--- config.mk ---
export PLATFORM = sky130hd
export DESIGN_NAME = jk_cmd_seq
export DESIGN_NICKNAME = d
export VERILOG_FILES = /design/src/rtl/jk_seq_pkg.sv /design/src/rtl/jk_cmd_fifo.sv /design/src/rtl/jk_cmd_seq.sv
export SDC_FILE = /design/constraint.sdc
export NUM_CORES = 1
export LEC_CHECK = 0
export ABC_CLOCK_PERIOD_IN_PS = 2000
export BUFFER_PORTS_ARGS = -buffer_cell sky130_fd_sc_hd__buf_2
export CORE_MARGIN = 3
export CORE_UTILIZATION = 50
export CTS_CLUSTER_DIAMETER = 80
export DETAILED_ROUTE_END_ITERATION = 16
export GPL_TIMING_DRIVEN = 0
export PLACE_DENSITY = 0.74
export SYNTH_ARGS = -nofsm -noshare
export SYNTH_HDL_FRONTEND = slang
export SYNTH_SLANG_ARGS = --single-unit
--- constraint.sdc ---
create_clock -name clk -period 2 [get_ports clk]
set_clock_uncertainty 0.05 [all_clocks]
set_input_delay 0.3 -clock clk [delete_from_list [all_inputs] [get_ports clk]]
set_output_delay 0.3 -clock clk [all_outputs]
set_load 0.05 [all_outputs]
--- src/rtl/jk_seq_pkg.sv ---
// Shared types for the jk_cmd_seq command sequencer: command opcodes, FSM states
// and the opcode to {j,k} mapping.
package jk_seq_pkg;

    typedef enum logic [1:0] {
        OP_HOLD   = 2'b00,
        OP_RESET  = 2'b01,
        OP_SET    = 2'b10,
        OP_TOGGLE = 2'b11
    } jk_op_e;

    typedef enum logic {
        ST_IDLE  = 1'b0,
        ST_DRIVE = 1'b1
    } state_e;

    function automatic logic [1:0] op2jk(jk_op_e op);
        logic [1:0] jk;
        case (op)
            OP_RESET:  jk = 2'b01;
            OP_SET:    jk = 2'b10;
            OP_TOGGLE: jk = 2'b11;
            default:   jk = 2'b00;
        endcase
        return jk;
    endfunction

endpackage

--- src/rtl/jk_cmd_fifo.sv ---
// Command FIFO for jk_cmd_seq: extra-MSB pointers, head word shown combinationally,
// push ignored when full and pop ignored when empty.
module jk_cmd_fifo #(
    parameter int DEPTH = 4,
    parameter int WIDTH = 6
) (
    input  logic             clk,
    input  logic             rst_n,
    input  logic             push,
    input  logic [WIDTH-1:0] wdata,
    input  logic             pop,
    output logic [WIDTH-1:0] rdata,
    output logic             full,
    output logic             empty
);
    localparam int AW = $clog2(DEPTH);

    logic [WIDTH-1:0] mem [DEPTH];
    logic [AW:0]      wr_ptr;
    logic [AW:0]      rd_ptr;
    logic             do_push;
    logic             do_pop;

    assign full    = (wr_ptr[AW] != rd_ptr[AW]) && (wr_ptr[AW-1:0] == rd_ptr[AW-1:0]);
    assign empty   = (wr_ptr == rd_ptr);
    assign do_push = push && !full;
    assign do_pop  = pop && !empty;
    assign rdata   = mem[rd_ptr[AW-1:0]];

    always_ff @(posedge clk or negedge rst_n) begin
        if (!rst_n) begin
            wr_ptr <= '0;
            rd_ptr <= '0;
        end else begin
            if (do_push) wr_ptr <= wr_ptr + (AW+1)'(1);
            if (do_pop)  rd_ptr <= rd_ptr + (AW+1)'(1);
        end
    end

    // Storage carries data only, so it is left out of reset.
    always_ff @(posedge clk) begin
        if (do_push) mem[wr_ptr[AW-1:0]] <= wdata;
    end

endmodule

--- src/rtl/jk_cmd_seq.sv ---
// Command sequencer driving j/k of a downstream jkff from a queued SET/RESET/TOGGLE/HOLD stream.
// Optional shadow-q checking is built when JK_CHECK_EN is defined; otherwise err_o is tied 0.
module jk_cmd_seq #(
    parameter int DEPTH = 4,
    parameter int LEN_W = 4
) (
    input  logic             clk,
    input  logic             rst_n,
    input  logic             cmd_valid_i,
    output logic             cmd_ready_o,
    input  logic [1:0]       cmd_op_i,
    input  logic [LEN_W-1:0] cmd_len_i,
    input  logic             q_i,
    output logic             j_o,
    output logic             k_o,
    output logic             busy_o,
    output logic             done_o,
    output logic             err_o
);
    import jk_seq_pkg::*;

    localparam int WIDTH = 2 + LEN_W;

    state_e           state;
    logic [LEN_W-1:0] rem;
    logic [WIDTH-1:0] head;
    logic             full;
    logic             empty;
    logic             push;
    logic             pop;
    jk_op_e           head_op;
    logic [LEN_W-1:0] head_len;

    assign cmd_ready_o = !full;
    assign push        = cmd_valid_i && !full;
    assign head_op     = jk_op_e'(head[WIDTH-1:LEN_W]);
    assign head_len    = head[LEN_W-1:0];
    // The last drive cycle pops the next command so back-to-back commands leave no bubble.
    assign pop         = !empty && ((state == ST_IDLE) || (rem == '0));

    jk_cmd_fifo #(
        .DEPTH(DEPTH),
        .WIDTH(WIDTH)
    ) u_fifo (
        .clk   (clk),
        .rst_n (rst_n),
        .push  (push),
        .wdata ({cmd_op_i, cmd_len_i}),
        .pop   (pop),
        .rdata (head),
        .full  (full),
        .empty (empty)
    );

    always_ff @(posedge clk or negedge rst_n) begin
        if (!rst_n) begin
            state  <= ST_IDLE;
            j_o    <= 1'b0;
            k_o    <= 1'b0;
            rem    <= '0;
            busy_o <= 1'b0;
            done_o <= 1'b0;
        end else begin
            done_o <= 1'b0;
            case (state)
                ST_IDLE: begin
                    if (!empty) begin
                        {j_o, k_o} <= op2jk(head_op);
                        rem        <= head_len;
                        busy_o     <= 1'b1;
                        state      <= ST_DRIVE;
                    end
                end
                ST_DRIVE: begin
                    if (rem != '0) begin
                        rem <= rem - LEN_W'(1);
                    end else begin
                        done_o <= 1'b1;
                        if (!empty) begin
                            {j_o, k_o} <= op2jk(head_op);
                            rem        <= head_len;
                        end else begin
                            {j_o, k_o} <= 2'b00;
                            busy_o     <= 1'b0;
                            state      <= ST_IDLE;
                        end
                    end
                end
                default: state <= ST_IDLE;
            endcase
        end
    end

`ifdef JK_CHECK_EN
    logic exp_q;
    logic armed;
    logic err;

    // With j!=k the JK update equals j, so the first SET/RESET edge also loads the op value.
    always_ff @(posedge clk or negedge rst_n) begin
        if (!rst_n) begin
            exp_q <= 1'b0;
            armed <= 1'b0;
            err   <= 1'b0;
        end else begin
            exp_q <= (~exp_q & j_o) | (exp_q & ~k_o);
            if (j_o ^ k_o)                armed <= 1'b1;
            if (armed && (q_i != exp_q))  err   <= 1'b1;
        end
    end

    assign err_o = err;
`else
    logic unused_q;
    assign unused_q = q_i;
    assign err_o    = 1'b0;
`endif

endmodule

# Word-level counts from Yosys, hierarchy flattened
# Memory sizes are Yosys's and may differ from the RTL's.
# Cells that the tools add are included.
# op_classes
add_sub_neg,3
eq_ne,9
mux,23
bitwise,1
reduce_logical,12
# ops
operator,count
two-way mux 1 bit,15
two-way mux 4 bit,2
case mux 1 bit (2 select lines),4
case mux 4 bit (2 select lines),1
"adder 3 x 1 -> 3 bit, second input constant",2
case mux 2 bit (3 select lines),1
logical AND 1 bit,5
"== test 2 bit, second input constant",2
zero test 4 bit,1
"inequality test 2 bit, second input constant",2
nonzero test 4 bit,1
"subtractor 4 x 1 -> 4 bit, second input constant",1
== test 3 bit,1
AND reduction 3 bit,1
"== test 2 x 1 -> 1 bit, second input constant",1
== test 2 bit,1
zero test 1 bit,2
"inequality test 2 x 1 -> 1 bit, second input constant",1
AND reduction 2 bit,1
logical OR 1 bit,1
inequality test 1 bit,1
NOT 1 bit,1
# word_totals
regBits,15
ramBits,24
input_bits,10
output_inout_bits,6
elab_cells,57
mem_count,1
# memory_table
memory,depth,width,rd,rd_clocked_by_memory_dff,wr,line,source
u_fifo.mem,4,6,1,0,1,jk_cmd_fifo.sv:18,logic [WIDTH-1:0] mem [DEPTH];

# Longest topological paths before layout
# Gate-level depths: netlist of run 1.
# logic_depth
depth_word,7
ltp_mapped,6

# Cells and area by module
# A second synthesis of run 1 with hierarchy kept.
# hier_totals
hier_cells,129
hier_area_um2,1874.3
# by_module_without_submodules
mod,n_inst,cells_each,area_per_inst_um2,seq_area_each_um2
jk_cmd_fifo,1,80,1388.8,870.8
jk_cmd_seq,1,49,485.5,225.2

# Least setup slack after synthesis of run 1
# Ideal clock, no wire load.
# synth_timing
kind,reg2reg
startpoint,reg rem[0]
endpoint,reg rem[3]
setup_time_ns,0.123
t_arrival_ns,1.635
required_time_ns,1.827
slack_ns,0.192
stages_incl_launch_ff,7
n_path_buf,0
synth_period_minus_slack_ns,1.808
cell_sequence,dfrtp_1 > inv_1 > ha_1 > or3b_1 > and2_4 > mux2_2 > o221a_1
# synth_between
elab_chain_cells,3
# synth_lines
element,line,source
start: declaration,jk_cmd_seq.sv:25,logic [LEN_W-1:0] rem;
start signal: assignment,jk_cmd_seq.sv:69,rem <= head_len;
start signal: assignment,jk_cmd_seq.sv:76,rem <= rem - LEN_W'(1);
start signal: assignment,jk_cmd_seq.sv:81,rem <= head_len;
subtractor 4 x 1 -> 4 bit / nonzero test 4 bit (equally long branches),"jk_cmd_seq.sv:76, jk_cmd_seq.sv:75",
two-way mux 4 bit *,jk_cmd_seq.sv:75,if (rem != '0) begin
case mux 4 bit (2 select lines) *,jk_cmd_seq.sv:65,case (state)
# Mark *: on every way between the ends. The rest lies on a longest branch, timed or not.
# A chain may end at the register's enable or synchronous reset.

# Worst setup path in the final report of run 1
# Ends and elaborated chain as after synthesis.

==> metrics.txt, run 1 <==
# TYPE chip_impl_metric gauge
chip_impl_metric{name="power.density",unit="nW/um^2"} 1590
chip_impl_info{name="critical_path.endpoint_type",value="flip-flop"} 1
chip_impl_metric{name="syn_nets",unit=""} 130
chip_impl_metric{name="min_delay_path_depth",unit=""} 1
chip_impl_metric{name="initial_utilization",unit=""} 0.546
chip_impl_metric{name="synth_seq_area_share",unit=""} 0.632
chip_impl_metric{name="timing.reg2reg.setup_slack",unit="ns"} 0.07
chip_impl_metric{name="finish.instance_area",unit="um^2"} 1950
chip_impl_metric{name="final_hold_viol_count",unit=""} 0
chip_impl_metric{name="place_congestion",unit=""} 0.825
chip_impl_metric{name="clkSinkCount",unit=""} 39
chip_impl_metric{name="cp_num_buf_inv",unit=""} 1
chip_impl_metric{name="grt_pass1_vias",unit=""} 925
chip_impl_metric{name="cts_made_buffers",unit=""} 5
chip_impl_metric{name="first_pass_iters",unit=""} 4
chip_impl_metric{name="detailed_place_hpwl",unit="mm"} 1.95
chip_impl_metric{name="max_capacitance_violation_total",unit=""} 0
chip_impl_metric{name="dpl_cell_area",unit="um^2"} 1860
chip_impl_metric{name="number_of_enable_type_register_cells_in_the_synthesized_netlist",unit=""} 24
chip_impl_metric{name="slowest_delay",unit="ns"} 0.40
chip_impl_metric{name="layout_min_cycle_time",unit="ns"} 1.93
chip_impl_info{name="cts_root_buf",value="sky130_fd_sc_hd__clkbuf_4"} 1
chip_impl_metric{name="routed_wire_length_per_instance",unit="um"} 15.6
chip_impl_metric{name="crit_fanout",unit=""} 5
chip_impl_metric{name="vdd_drop_max",unit="mV"} 0.821
chip_impl_metric{name="cts.htree.levels",unit=""} 2
chip_impl_metric{name="antenna_violations_before_repair",unit=""} 0
chip_impl_metric{name="post-layout-total-power",unit="W"} 0.00310
chip_impl_metric{name="io_buffer_count",unit=""} 13
chip_impl_metric{name="initialDrtViolationCount",unit=""} 60
chip_impl_info{name="yosysMostFrequentCell",value="sky130_fd_sc_hd__edfxtp_1"} 1
chip_impl_metric{name="clock_latency",unit="ns"} 0.35
chip_impl_metric{name="die_h",unit="um"} 64.9
chip_impl_metric{name="clock.fmax",unit="GHz"} 0.518
chip_impl_metric{name="die-width",unit="um"} 64.9
chip_impl_metric{name="layout-drive-gt1-share",unit=""} 0.309
chip_impl_metric{name="dpl.cell_count",unit=""} 171
chip_impl_info{name="synth.top_cells.by_area",value="sky130_fd_sc_hd__edfxtp_1, sky130_fd_sc_hd__dfrtp_1, sky130_fd_sc_hd__mux4_2, sky130_fd_sc_hd__ha_1, sky130_fd_sc_hd__mux2i_1"} 1
chip_impl_metric{name="p_leak",unit="nW"} 0.790
chip_impl_info{name="cp-start-kind",value="flip-flop"} 1
chip_impl_info{name="outcome",value="completed"} 1
chip_impl_info{name="timing_worst_setup_path_type",value="flip-flop to flip-flop"} 1
chip_impl_metric{name="groute.usage.overall",unit=""} 0.154
chip_impl_metric{name="timing.critical_path.required",unit="ns"} 2.20
chip_impl_metric{name="routed_via_density",unit=""} 5.35
chip_impl_info{name="synth_common_cells",value="sky130_fd_sc_hd__edfxtp_1, sky130_fd_sc_hd__dfrtp_1"} 1
chip_impl_metric{name="synthesis.area",unit="um^2"} 1740
chip_impl_metric{name="design.portCount",unit=""} 16
chip_impl_metric{name="reg2reg_depth",unit=""} 6
chip_impl_metric{name="synth-seq-cells",unit=""} 39
chip_impl_metric{name="netlist.area_leader.share",unit=""} 0.415
chip_impl_metric{name="detail_route.wirelength",unit="mm"} 2.81
chip_impl_metric{name="cts_buffer_depth",unit=""} 2
chip_impl_info{name="dominantRegCellSynth",value="sky130_fd_sc_hd__edfxtp_1"} 1
chip_impl_metric{name="syn_area_per_cell",unit="um^2"} 15.2
chip_impl_metric{name="design.die.area",unit="um^2"} 4210
chip_impl_metric{name="n_fill_cell",unit=""} 261
chip_impl_metric{name="post_synth_inst_count",unit=""} 114
chip_impl_info{name="critical-path-top-delay-family",value="simple AND/OR/NAND/NOR gates"} 1
chip_impl_info{name="yosysTopAreaCell",value="sky130_fd_sc_hd__edfxtp_1"} 1
chip_impl_metric{name="postSynth.asyncResetShare",unit=""} 0.385
chip_impl_info{name="worstSetupStartpoint",value="rem[0]$_DFF_PN0_"} 1
chip_impl_info{name="crit_slowest_cell",value="sky130_fd_sc_hd__dfrtp_1"} 1
chip_impl_metric{name="fin_crit_sh",unit=""} 0.966
chip_impl_metric{name="synth-warning-count",unit=""} 0
chip_impl_metric{name="pin_count_of_the_biggest_net_entering_global_routing",unit=""} 16
chip_impl_metric{name="remaining_overflow_grt",unit=""} 0
chip_impl_metric{name="yosys.cell_types.count",unit=""} 32
chip_impl_metric{name="route.antenna.remaining_nets",unit=""} 0
chip_impl_metric{name="drc_markers",unit=""} 0
chip_impl_metric{name="std_cell_rows",unit=""} 20
chip_impl_metric{name="cts_clk_pin_slew_worst_paths",unit="ns"} 0.12
chip_impl_metric{name="area_growth",unit="%"} 12.5
chip_impl_metric{name="crit_arrival",unit="ns"} 2.13
chip_impl_metric{name="count_of_antenna_diodes_in_the_layout",unit=""} 0
chip_impl_info{name="worst_hold_path_type",value="input port to flip-flop"} 1
chip_impl_info{name="min_from",value="cmd_len_i[0]"} 1
chip_impl_metric{name="coreArea",unit="um^2"} 3180
chip_impl_info{name="path_cells",value="inv_1, ha_2, or3b_4, and2_4, mux2_2, o221a_1"} 1
chip_impl_metric{name="instances_no_fill",unit=""} 180
chip_impl_metric{name="global_route_wire_length_before_repair",unit="mm"} 4.57
chip_impl_info{name="reg2reg_from",value="rem[0]$_DFF_PN0_"} 1
chip_impl_metric{name="nets",unit=""} 151
chip_impl_metric{name="worst-path-stages",unit=""} 6
chip_impl_info{name="cts_tree",value="done"} 1
chip_impl_metric{name="setup-violations-final",unit=""} 0
chip_impl_metric{name="final-max-slew-violation-count",unit=""} 0
chip_impl_metric{name="num_vias",unit=""} 963
-- sequential cells by signal, indices dropped and copies added (netlist names) --
signal and flops:
busy_o 1, done_o 1, j_o 1, k_o 1
rem 4, state 1, u_fifo.mem 24, u_fifo.rd_ptr 3
u_fifo.wr_ptr 3
-- power breakdown --
part | internal [W] | switching, W | total, W
Clock | 0.000134 | 0.000269 | 0.000403
Sequential | 0.00112 | 0.000153 | 0.00127
Combinational | 0.000616 | 0.000811 | 0.00143
Total | 0.00187 | 0.00123 | 0.00310
-- final timing paths --
kind	to
max	rem[3]$_DFF_PN0_
min	u_fifo.mem[1][0]$_DFFE_PP_
max reg2reg	rem[3]$_DFF_PN0_
min reg2reg	u_fifo.wr_ptr[2]$_DFFE_PN0P_
max in group asynchronous	u_fifo.wr_ptr[1]$_DFFE_PN0P_
min in group asynchronous	rem[3]$_DFF_PN0_
-- layout by cell type (no fill, tap or decap), drive strengths merged, types with 2 or more instances in the layout --
| master | instances |
|---|---|
| o21ai | 4 |
| dfrtp | 15 |
| nor3 | 3 |
| clkbuf | 5 |
| mux4 | 6 |
| clkinvlp | 2 |
| nand2 | 4 |
| inv | 6 |
| xor2 | 4 |
| and2 | 7 |
| xnor2 | 5 |
| mux2i | 5 |
| buf | 18 |
| edfxtp | 24 |
| ha | 6 |
| nand3 | 3 |
| a32oi | 2 |
| nor2 | 2 |
| mux2 | 2 |
-- area by class of cell --
type / instances / area, um^2 / area share
Sequential cell: 39 / 1100 / 0.561
Clock buffer: 5 / 37.5 / 0.0192
Inverter: 6 / 22.5 / 0.0115
Timing Repair Buffer: 14 / 75.1 / 0.0384
Clock inverter: 3 / 20.0 / 0.0102
Tap cell: 44 / 55.1 / 0.0282
Multi-Input combinational cell: 64 / 614 / 0.315
Buffer: 5 / 32.5 / 0.0167
-- cell families (layout without fill, tap and decap cells) --
kind of cell / Yosys count / count (layout) / share of synthesized area
mux: 13 / 13 / 0.120
buf+inv: 11 / 33 / 0.0317
other cells: 1 / 1 / 0.00216
compound gates: 13 / 13 / 0.0541
fa+ha+maj: 6 / 6 / 0.0433
flops: 39 / 39 / 0.632
simple gates: 22 / 22 / 0.0721
xor+xnor: 9 / 9 / 0.0454
-- worst reg2reg max path, delay by kind of cell (launching register included) --
kind,cells,cell delay [ns]
AND/OR/NAND/NOR,2,0.59
flip-flops,1,0.40
multiplexers,1,0.26
AO/OA/AOI/OAI,1,0.23
adder cells (fa/ha/maj),1,0.20
buffers and inverters,1,0.10
-- per-layer routing --
metal / track usage / wire [um] / up-vias
li1: - / - / 462
met1: 0.182 / 1230 / 479
met2: 0.245 / 1430 / 17
met3: 0.0624 / 104 / 5
met4: 0.0712 / 40 / 0
met5: 0 / 0 / -
-- through the flow --
stage	utilization	worst slack [ns]	hold WS [ns]	TNS (ns)
global route	0.615	-0.00886	0.0712	-0.00886
floorplan	-	0.192	-0.0456	0
finish	0.615	0.0687	0.113	0
global placement	0.584	0.0130	0.168	0
CTS	0.606	0.0123	0.0886	0
detailed placement	0.584	-0.0511	0.175	-0.306
-- timing repair --
action                     in CTS  in global routing
resized for setup               1                  6
setup buffers                   0                  0
hold buffers                    1                  0
hold endpoints to repair       15                  0
setup endpoints to repair       6                 27
No activity file was read; power rests on OpenSTA's default activity.
==> inputs of run 2 (changes only) <==
--- a/config.mk
+++ b/config.mk
@@ -15,4 +15,5 @@
 export PLACE_DENSITY = 0.74
 export SYNTH_ARGS = -nofsm -noshare
 export SYNTH_HDL_FRONTEND = slang
+export SYNTH_HIERARCHICAL = 1
 export SYNTH_SLANG_ARGS = --single-unit
==> metrics.txt, run 2 <==
# TYPE chip_impl_metric gauge
chip_impl_metric{name="clock.fmax",unit="GHz"} 0.529
chip_impl_metric{name="route.antenna.remaining_nets",unit=""} 0
chip_impl_metric{name="groute.usage.overall",unit=""} 0.187
chip_impl_metric{name="antenna_violations_before_repair",unit=""} 0
chip_impl_info{name="yosysTopAreaCell",value="sky130_fd_sc_hd__edfxtp_1"} 1
chip_impl_metric{name="dpl.cell_count",unit=""} 188
chip_impl_metric{name="routed_wire_length_per_instance",unit="um"} 17.1
chip_impl_metric{name="timing.setup.tns",unit="ns"} 0
chip_impl_metric{name="synth_seq_area_share",unit=""} 0.585
chip_impl_metric{name="cts.htree.levels",unit=""} 2
chip_impl_metric{name="synth-seq-cells",unit=""} 39
chip_impl_metric{name="crit_arrival",unit="ns"} 1.54
chip_impl_metric{name="design.portCount",unit=""} 16
chip_impl_metric{name="syn_nets",unit=""} 145
chip_impl_metric{name="place_congestion",unit=""} 0.783
chip_impl_metric{name="setup-violations-final",unit=""} 0
chip_impl_metric{name="remaining_overflow_grt",unit=""} 0
chip_impl_metric{name="tightestPinTransition",unit="ns"} 0.520
chip_impl_metric{name="design.die.area",unit="um^2"} 4520
chip_impl_metric{name="pin_count_of_the_biggest_net_entering_global_routing",unit=""} 16
chip_impl_metric{name="dpl_cell_area",unit="um^2"} 2000
chip_impl_metric{name="post_synth_inst_count",unit=""} 129
chip_impl_metric{name="number_of_enable_type_register_cells_in_the_synthesized_netlist",unit=""} 24
chip_impl_metric{name="cts_buffer_depth",unit=""} 2
chip_impl_metric{name="die_h",unit="um"} 67.2
chip_impl_metric{name="slowest_delay",unit="ns"} 0.41
chip_impl_metric{name="max_capacitance_violation_total",unit=""} 0
chip_impl_metric{name="first_pass_iters",unit=""} 4
chip_impl_metric{name="layout-drive-gt1-share",unit=""} 0.377
chip_impl_info{name="outcome",value="completed"} 1
chip_impl_metric{name="cts_made_buffers",unit=""} 5
chip_impl_metric{name="p_leak",unit="nW"} 0.881
chip_impl_metric{name="layout_min_cycle_time",unit="ns"} 1.89
chip_impl_info{name="worst_hold_path_type",value="input port to flip-flop"} 1
chip_impl_info{name="most_common_cell_after_layout_fill_and_taps_aside",value="sky130_fd_sc_hd__edfxtp_1"} 1
chip_impl_metric{name="area_taken_by_multi_input_logic_gates",unit="um^2"} 800
chip_impl_metric{name="instances_no_fill",unit=""} 205
chip_impl_metric{name="area_growth",unit="%"} 21.1
chip_impl_metric{name="final_hold_viol_count",unit=""} 0
chip_impl_metric{name="fin_crit_sh",unit=""} 0.945
chip_impl_metric{name="yosys.cell_types.count",unit=""} 38
chip_impl_metric{name="coreArea",unit="um^2"} 3470
chip_impl_metric{name="num_vias",unit=""} 1142
chip_impl_info{name="cts_root_buf",value="sky130_fd_sc_hd__clkbuf_8"} 1
chip_impl_info{name="cts_tree",value="done"} 1
chip_impl_metric{name="finish.instance_area",unit="um^2"} 2270
chip_impl_metric{name="global_route_wire_length_before_repair",unit="mm"} 5.84
chip_impl_info{name="rsz_0062_raised_after_global_routing",value="no"} 1
chip_impl_metric{name="netlist.area_leader.share",unit=""} 0.385
chip_impl_info{name="yosysMostFrequentCell",value="sky130_fd_sc_hd__edfxtp_1"} 1
chip_impl_info{name="crit_slowest_cell",value="sky130_fd_sc_hd__dfrtp_1"} 1
chip_impl_metric{name="initial_utilization",unit=""} 0.540
chip_impl_metric{name="std_cell_rows",unit=""} 21
chip_impl_info{name="path_cells",value="buf_8, xnor2_4, nand3_2, inv_2, inv_1, buf_2"} 1
chip_impl_info{name="cp-start-kind",value="flip-flop"} 1
chip_impl_metric{name="postSynth.asyncResetShare",unit=""} 0.385
chip_impl_metric{name="clock_latency",unit="ns"} 0.29
chip_impl_info{name="most-common-layout-cells",value="sky130_fd_sc_hd__edfxtp_1, sky130_fd_sc_hd__buf_2, sky130_fd_sc_hd__dfrtp_1"} 1
chip_impl_metric{name="clkSinkCount",unit=""} 39
chip_impl_metric{name="crit_fanout",unit=""} 9
chip_impl_info{name="timing_worst_setup_path_type",value="flip-flop to output port"} 1
chip_impl_metric{name="max-slew-margin-rel",unit=""} 0.651
chip_impl_metric{name="count_of_antenna_diodes_in_the_layout",unit=""} 0
chip_impl_metric{name="synthesis.area",unit="um^2"} 1870
chip_impl_metric{name="drc_markers",unit=""} 0
chip_impl_metric{name="power.density",unit="nW/um^2"} 1710
chip_impl_metric{name="initialDrtViolationCount",unit=""} 72
chip_impl_metric{name="grt_pass1_vias",unit=""} 1205
chip_impl_info{name="synth_common_cells",value="sky130_fd_sc_hd__edfxtp_1, sky130_fd_sc_hd__dfrtp_1, sky130_fd_sc_hd__inv_1"} 1
chip_impl_metric{name="synth-warning-count",unit=""} 6
chip_impl_metric{name="final-max-slew-violation-count",unit=""} 0
chip_impl_metric{name="die-width",unit="um"} 67.2
chip_impl_metric{name="io_buffer_count",unit=""} 13
chip_impl_metric{name="largest_register_ff_count",unit=""} 24
chip_impl_metric{name="detail_route.wirelength",unit="mm"} 3.50
chip_impl_info{name="synth.top_cells.by_area",value="sky130_fd_sc_hd__edfxtp_1, sky130_fd_sc_hd__dfrtp_1, sky130_fd_sc_hd__mux4_2, sky130_fd_sc_hd__ha_1, sky130_fd_sc_hd__o31ai_2"} 1
chip_impl_metric{name="detailed_place_hpwl",unit="mm"} 2.27
chip_impl_metric{name="timing.critical_path.required",unit="ns"} 1.65
chip_impl_metric{name="vdd_drop_max",unit="mV"} 0.837
chip_impl_info{name="critical_path.endpoint_type",value="output port"} 1
chip_impl_metric{name="n_fill_cell",unit=""} 260
chip_impl_metric{name="post-route-util",unit=""} 0.654
chip_impl_metric{name="cts_clk_pin_slew_worst_paths",unit="ns"} 0.08
chip_impl_metric{name="final-seq-area",unit="um^2"} 1100
chip_impl_metric{name="routed_via_density",unit=""} 5.57
chip_impl_info{name="dominantRegCellSynth",value="sky130_fd_sc_hd__edfxtp_1"} 1
chip_impl_metric{name="nets",unit=""} 174
chip_impl_metric{name="syn_area_per_cell",unit="um^2"} 14.5
-- run 2: cell types whose count changed after synthesis, sizes merged, moves of 3 or more --
cell,before,now
and2,7,0
a21oi,1,6
nor2b,0,4
o31ai,1,5
a22o,0,3
and3,0,3
inv,6,9
-- run 2: metal layers --
layer / GRT usage / vias to the layer above / routed length [um]
met5: 0 / - / 0
met3: 0.0682 / 8 / 194
met2: 0.303 / 32 / 1770
met4: 0.0785 / 0 / 74
met1: 0.225 / 569 / 1450
li1: - / 533 / -
-- run 2: logic make-up (layout without fill, tap and decap cells) --
family | after synthesis | after routing | share of synthesized area
xor gates and xnor gates | 9 | 9 | 0.0541
and+or+nand+nor | 27 | 27 | 0.0848
AOI/OAI and AO/OA | 23 | 23 | 0.105
muxes | 10 | 10 | 0.0935
buffers and inverters | 14 | 44 | 0.0360
adders and majority gates | 6 | 6 | 0.0401
other | 1 | 1 | 0.00200
DFF | 39 | 39 | 0.585
-- run 2: path summary, 6_finish.rpt --
check	slack (ns)	to	startpoint	cells after the start
setup / recovery	0.11	cmd_ready_o	u_fifo/rd_ptr[0]$_DFFE_PN0P_	6
setup reg to reg	0.11	u_fifo/rd_ptr[1]$_DFFE_PN0P_	u_fifo/rd_ptr[1]$_DFFE_PN0P_	8
min in group asynchronous	0.38	rem[1]$_DFF_PN0_	rst_n	2
max in group asynchronous	1.24	u_fifo/wr_ptr[0]$_DFFE_PN0P_	rst_n	2
hold / removal	0.16	u_fifo/mem[1][0]$_DFFE_PP_	cmd_len_i[0]	1
hold reg to reg	0.46	rem[0]$_DFF_PN0_	rem[0]$_DFF_PN0_	1
-- run 2: area by class of cell --
class	instances	share of cell area
Tap cell	46	0.0254
Multi-Input combinational cell	76	0.352
Buffer	5	0.0182
Inverter	9	0.0149
Clock buffer	5	0.0303
Timing Repair Buffer	22	0.0650
Clock inverter	3	0.00882
Sequential cell	39	0.485
-- run 2: stage by stage --
step / hold WS [ns] / total power, W / setup WS (ns)
final: 0.161 / 0.00389 / 0.109
after CTS: 0.155 / 0.00367 / 0.0118
after detailed placement: 0.175 / 0.00292 / -0.301
after global placement: 0.170 / 0.00284 / -0.291
after global routing: 0.164 / 0.00414 / 0.00271
after floorplan: -0.0456 / 0.00256 / 0.0430
-- run 2: worst max-delay path, delay by kind of cell, from the launching register on --
family,cells,cell delay (ns)
xor+xnor,1,0.16
buf+inv,4,0.53
flops,1,0.41
simple gates,1,0.14
-- run 2: power by group --
group | switching [W] | leakage (nW) | internal, W
combinational | 0.00112 | 0.441 | 0.000917
sequential | 0.000211 | 0.399 | 0.00112
clock | 0.000277 | 0.0418 | 0.000243
-- run 2: what timing repair did --
item,in CTS,in global routing
hold buffers,1,0
pin swaps,2,1
gates resized for setup,12,9
setup endpoints to repair,32,25
hold endpoints to repair,15,0
buffers inserted,3,5
